**src/rtl/lifo_stack_if.sv**
```systemverilog
// lifo_stack_if: push/pop request and status bundle for lifo_stack.
// The hwm signal exists only when LIFO_STACK_WATERMARK_EN is defined.
interface lifo_stack_if #(
   parameter int WIDTH = 8,
   parameter int DEPTH = 8
);
   localparam int CNT_W = $clog2(DEPTH + 1);
   logic             push;
   logic             pop;
   logic [WIDTH-1:0] din;
   logic [WIDTH-1:0] dout;
   logic             pop_valid;
   logic [WIDTH-1:0] top;
   logic [CNT_W-1:0] count;
   logic             empty;
   logic             full;
   logic             overflow;
   logic             underflow;
`ifdef LIFO_STACK_WATERMARK_EN
   logic [CNT_W-1:0] hwm;
`endif
   modport master (
      output push, pop, din,
      input  dout, pop_valid, top, count, empty, full, overflow, underflow
`ifdef LIFO_STACK_WATERMARK_EN
      , input hwm
`endif
   );
   modport slave (
      input  push, pop, din,
      output dout, pop_valid, top, count, empty, full, overflow, underflow
`ifdef LIFO_STACK_WATERMARK_EN
      , output hwm
`endif
   );
endinterface

```
**src/rtl/lifo_stack.sv**
```systemverilog
// lifo_stack: parametrised LIFO with replace-top/bypass, status and error pulses.
// Define LIFO_STACK_WATERMARK_EN to add the hwm (max count since reset) output.
module lifo_stack #(
   parameter int WIDTH = 8,
   parameter int DEPTH = 8
) (
   input logic       clk,
   input logic       reset,
   lifo_stack_if.slave s
);
   localparam int CNT_W = $clog2(DEPTH + 1);
   localparam int AW    = $clog2(DEPTH);
   logic [WIDTH-1:0] mem [DEPTH];
   logic [CNT_W-1:0] count, count_nxt;
   logic [WIDTH-1:0] dout;
   logic             pop_valid, overflow, underflow;
   logic             empty, full, do_push, do_pop, do_repl;
   logic [AW-1:0]    top_idx, wr_idx;
   assign empty   = count == '0;
   assign full    = count == CNT_W'(DEPTH);
   assign top_idx = AW'(count - 1'b1);
   assign wr_idx  = AW'(count);
   assign do_push = s.push && !s.pop && !full;
   assign do_pop  = s.pop && !s.push && !empty;
   assign do_repl = s.push && s.pop && !empty;
   assign count_nxt = do_push ? count + 1'b1 : do_pop ? count - 1'b1 : count;
   // storage is deliberately left uncleared by reset
   always_ff @(posedge clk)
      if (!reset && (do_push || do_repl))
         mem[do_repl ? top_idx : wr_idx] <= s.din;
   always_ff @(posedge clk)
      if (reset) begin
         count     <= '0;
         dout      <= '0;
         pop_valid <= 1'b0;
         overflow  <= 1'b0;
         underflow <= 1'b0;
      end else begin
         count     <= count_nxt;
         pop_valid <= s.pop && (s.push || !empty);
         overflow  <= s.push && !s.pop && full;
         underflow <= s.pop && !s.push && empty;
         if (s.pop && !empty)
            dout <= mem[top_idx];
         else if (s.pop && s.push)
            dout <= s.din;
      end
`ifdef LIFO_STACK_WATERMARK_EN
   logic [CNT_W-1:0] hwm;
   always_ff @(posedge clk)
      if (reset)
         hwm <= '0;
      else
         hwm <= count_nxt > hwm ? count_nxt : hwm;
   assign s.hwm = hwm;
`endif
   assign s.top       = empty ? '0 : mem[top_idx];
   assign s.dout      = dout;
   assign s.pop_valid = pop_valid;
   assign s.count     = count;
   assign s.empty     = empty;
   assign s.full      = full;
   assign s.overflow  = overflow;
   assign s.underflow = underflow;
endmodule

```
**src/flat_wrapper.sv**
```systemverilog
// flat-port wrapper written by rule: the top's interface ports become plain ports
module lifo_stack_flat 
#(
   parameter int WIDTH = 8,
   parameter int DEPTH = 8
)
  (clk, reset, s_push, s_pop, s_din, s_dout, s_pop_valid, s_top, s_count, s_empty, s_full, s_overflow, s_underflow);
  lifo_stack_if #(.WIDTH(WIDTH), .DEPTH(DEPTH)) s_i ();
  input logic clk;
  input logic reset;
  input wire logic [$bits(s_i.push)-1:0] s_push;
  input wire logic [$bits(s_i.pop)-1:0] s_pop;
  input wire logic [$bits(s_i.din)-1:0] s_din;
  output wire logic [$bits(s_i.dout)-1:0] s_dout;
  output wire logic [$bits(s_i.pop_valid)-1:0] s_pop_valid;
  output wire logic [$bits(s_i.top)-1:0] s_top;
  output wire logic [$bits(s_i.count)-1:0] s_count;
  output wire logic [$bits(s_i.empty)-1:0] s_empty;
  output wire logic [$bits(s_i.full)-1:0] s_full;
  output wire logic [$bits(s_i.overflow)-1:0] s_overflow;
  output wire logic [$bits(s_i.underflow)-1:0] s_underflow;
  assign s_i.push = s_push;
  assign s_i.pop = s_pop;
  assign s_i.din = s_din;
  assign s_dout = s_i.dout;
  assign s_pop_valid = s_i.pop_valid;
  assign s_top = s_i.top;
  assign s_count = s_i.count;
  assign s_empty = s_i.empty;
  assign s_full = s_i.full;
  assign s_overflow = s_i.overflow;
  assign s_underflow = s_i.underflow;
  lifo_stack #(.WIDTH(WIDTH), .DEPTH(DEPTH)) u_core (.clk(clk), .reset(reset), .s(s_i));
endmodule
```
**config.mk**
```make
export PLATFORM = sky130hd
export DESIGN_NAME = lifo_stack_flat
export DESIGN_NICKNAME = d
export VERILOG_FILES = /design/src/rtl/lifo_stack_if.sv /design/src/rtl/lifo_stack.sv /design/src/flat_wrapper.sv
export SDC_FILE = /design/constraint.sdc
export NUM_CORES = 1
export LEC_CHECK = 0
export CAP_MARGIN = 0
export CORE_ASPECT_RATIO = 0.6
export CORE_MARGIN = 2
export CORE_UTILIZATION = 35
export DETAILED_ROUTE_END_ITERATION = 16
export PLACE_DENSITY = 0.55
export SYNTH_ARGS = -nofsm -noshare
export SYNTH_HDL_FRONTEND = slang
export SYNTH_SLANG_ARGS = --single-unit
```
**constraint.sdc**
```tcl
create_clock -name clk -period 4.8 [get_ports clk]
set_clock_uncertainty 0.15 [all_clocks]
set_input_delay 0.48 -clock clk [delete_from_list [all_inputs] [get_ports clk]]
set_output_delay 0.48 -clock clk [all_outputs]
set_load 0.05 [all_outputs]
```
==> flow_results.org <==
** Run status
- The flow ran to the end, and the final reports show no timing, DRC or antenna violations.

** Placed design
- Port Buf Inserts :: 36
- The wire-length estimate of the detail-placed layout is 4.972 mm.
- Last weighted congestion value of the routability-driven placer :: 0.8459

** Yosys
- The cell count after synthesis came out at 226.
- Synthesized area :: 3428 um2
- Ranked by total cell area, the synthesized netlist is headed by edfxtp_1 (56%), dfxtp_1 (8.8%), mux2i_1 (7.6%).
- Of all cell types, the one taking the most synthesized area is edfxtp_1.
- The top cell type by area accounts for 56.06% of the synthesized area.
- Post-Syn Nets :: 240
- Number of different library cells in the post-synthesis netlist :: 40
- In this run, synthesis produced a sequential element count of 79.
- Sequential elements use 64.82% of the synthesized area.
- Yosys Warn Count :: 0
- Post-Synthesis Mean Instance Area :: 15.17 um2

** Floorplan
- Std-Cell Core Area :: 9358 um2
- DIE HEIGHT :: 80.66 um
- The initialized floorplan defines 27 standard-cell rows.
- The die covers 10630 um2.
- Effective utilization at floorplan :: 36.64%
- Floorplan die width :: 131.8 um
- 37 I/O pins were placed.

** Finish
- In the layout the commonest cells are edfxtp_1 (64), clkdlybuf4s50_1 (36), mux2i_1 (26), dfxtp_1 (15), nor2_1 (14).
- Number of fill cells :: 828
- Cells with a size suffix above 1 make up 16.54% of the layout.
- Number of nets in the finished design :: 281
- Commonest non-fill, non-tap cell in the layout :: edfxtp_1
- 0 antenna diodes ended up in the layout.
- From synthesis to final layout, the design area changed by 22.41%.

** Setup path
- The cell family contributing the most delay on the critical path is buffers and inverters.
- Cell at the slowest stage of the critical path :: clkdlybuf4s50_1
- Cell chain of the critical path :: inv_2 > ha_1 > xor2_1 > buf_4 > mux4_2 > nor2_1 > clkdlybuf4s50_1
- Total buffers and inverters traversed by the critical path :: 3
- STA classifies the critical path endpoint as a primary output.
- Worst path required time :: 4.17 ns
- Data on the critical path arrives at its endpoint at 3.56 ns.
- Critical path start-end classification :: reg -> out
- Max FO, Critical Path :: 13
- STA classifies the critical path startpoint as a flip-flop.
- For this run, the slowest stage of the critical path takes 0.81 ns.

** Power
- Power spread over the standard cell area amounts to 482.7 nW/um2.
- The analysis attributes to cell leakage a power of 1.411 nW.
- The share of total power dissipated in combinational logic is 27.5%.
- VDD sags by at most 0.1769 mV.
- The internal portion of the total power is 0.001405 W.
- Total power :: 0.002026 W
- The share of total power dissipated in sequential elements is 38.9%.
- For this design the total switching power over the nets is 0.0006207 W.
- The clock network is responsible for 33.6% of the overall power.
- In this run switching power makes up 30.64% of total power.

** Drt
- Starting DRC count in detailed routing :: 146
- Dividing the detail-routed wire length by the instance count gives 18.95 um.
- Dividing the detail-routed via count by the number of cells gives 5.149.
- Final routed wirelength across all metal layers :: 7.616 mm
- In this run the remaining antenna-violating nets after routing total 0.
- DRC violations left :: 0
- Number of detailed-route iterations in the first pass :: 4
- Summing over every cut layer, the via total after detailed routing is 2070.

** STA
- Unrepaired setup endpoints after global routing :: no
- In the final timing run, aggregate negative setup slack is 0 ns.
- Number of failing setup endpoints in the final timing report :: 0
- The worst pin sits at a relative slew slack of 51.20%.
- Pin slew with the least headroom to its limit :: 0.7264 ns
- Final cycle utilization of the critical path :: 87.20%
- Timing would allow up to 238.9 MHz.
- Slew Limit Fails :: 0
- Final count of hold timing violations :: 0
- Shortest period the worst path allows :: 4.186 ns

** Global route
- The initial antenna violation count was 0.
- Global-route wire length before repair :: 11.49 mm
- The number of global-route vias before repair is 1920.
- Maximum number of pins on one net before global-route repair :: 22
- GRT Resource Usage Total :: 15.20%
- For this run the aggregate overflow at the end of global routing stands at 0.

** Clock tree
- Clock sink count :: 79
- Total CTS buffers :: 9
- In this run the deepest clock path goes through 2 buffers.
- Clock tree from TritonCTS :: yes
- Hold repair after CTS inserted 0 buffers.
- Clock-pin slew of the registers on the worst-case setup and hold paths :: 0.06 ns
- Post-CTS sizing :: 0
- The H-tree was split into 3 levels.
- Clock Tree Root :: clkbuf_16
- Total setup buffers inserted after CTS :: 0
- Clock latency on the worst-skew pair, taken at its later pin, is 0.34 ns.

** Worst hold path
- Class of the most critical hold timing path :: reg -> reg

** Job
- Across the run, the number of max-cap violations was 0.
-- final timing paths --
kind	slack, ns	startpoint	end	cells after the start
max	0.61	u_core.s.count[0]	s_top[2]	7
min reg2reg	0.32	u_core.s.dout[3]	u_core.s.dout[3]	2
min	0.32	u_core.s.dout[3]	u_core.s.dout[3]	2
max reg2reg	0.96	u_core.s.count[0]	u_core.mem[7][5]	8
-- synthesized netlist by cell type (all sizes together) --
cell type and number:
a211o 6, a21o 1, a21oi 15, a22oi 4, and2 1, and3 5
and3b 1, buf 10, clkbuf 4, dfxtp 15, edfxtp 64, ha 2
inv 3, mux2 3, mux2i 26, mux4 10, nand2 8, nand2b 3
nand3 2, nor2 14, nor2b 2, nor3 10, nor3b 3, o21a 2
o21ai 3, o21ba 1, o21bai 1, o22ai 2, o31ai 1, or3 2
or3b 1, xor2 1
-- power by group through the flow --
stage	clock network (W)	registers, W	logic [W]
floorplan	0	0.000848	0.000375
global placement	0	0.000802	0.000556
detailed placement	0	0.000802	0.000560
CTS	0.000695	0.000788	0.000560
global route	0.000719	0.000792	0.000590
finish	0.000680	0.000788	0.000558
-- kinds of logic (layout without fill, tap and decap cells) --
logic type / after synthesis / after routing / share of synthesized area, %
adder cells (fa/ha/maj): 2 / 2 / 0.7298
AND/OR/NAND/NOR: 52 / 52 / 7.774
flip-flops: 79 / 79 / 64.82
multiplexers: 39 / 39 / 15.15
XOR/XNOR: 1 / 1 / 0.2555
buffers and inverters: 17 / 63 / 3.722
AO/OA/AOI/OAI: 36 / 36 / 7.554
-- per-layer routing --
layer | GRT usage, % | part of all wire (%) | wire [um] | vias to the layer above
met5 | 0 | 0 | 0 | -
met4 | 5.761 | 1.1 | 84 | 0
met3 | 5.114 | 5.6 | 424 | 8
met2 | 20.89 | 42 | 3211 | 60
met1 | 21.96 | 51 | 3896 | 1048
li1 | - | - | - | 954
-- flip-flops by register name, indices dropped and copies added (netlist names) --
register            cells
u_core.s.underflow      1
u_core.mem             64
u_core.s.pop_valid      1
u_core.s.overflow       1
u_core.s.dout           8
u_core.s.count          4
-- worst register-to-register path, stage by stage, from the launching register on --
cell	delay, ns
dfxtp_1	0.68
inv_2	0.26
ha_1	0.35
or3b_4	0.40
inv_2	0.18
or3_1	0.41
a21o_1	0.20
nor3_1	0.61
buf_4	0.29
-- area by class of cell --
type	count	area [um2]	area share, %
tap	130	162.7	3.876
clock inverter	3	41.29	0.9839
timing repair buffer	44	420.4	10.02
sequential	79	2222	52.95
clock buffer	13	260.3	6.202
multi-input combinational	130	1079	25.70
inverter	3	11.26	0.2683
-- stage by stage --
stage          area, um2  utilization (%)  hold slack (ns)  setup WS, ns  cells
2_1_floorplan       3428                -           0.4091         1.317    226
3_3_place_gp        3895            41.62           0.3087        0.9642    386
3_5_place_dp        3895            41.62           0.3096        0.9225    386
4_1_cts             4197            44.85           0.3198        0.5922    402
5_1_grt             4197            44.85           0.3382        0.4111    402
6_report            4197            44.85           0.3159        0.6144    402
(Power assumes the default switching activity.)
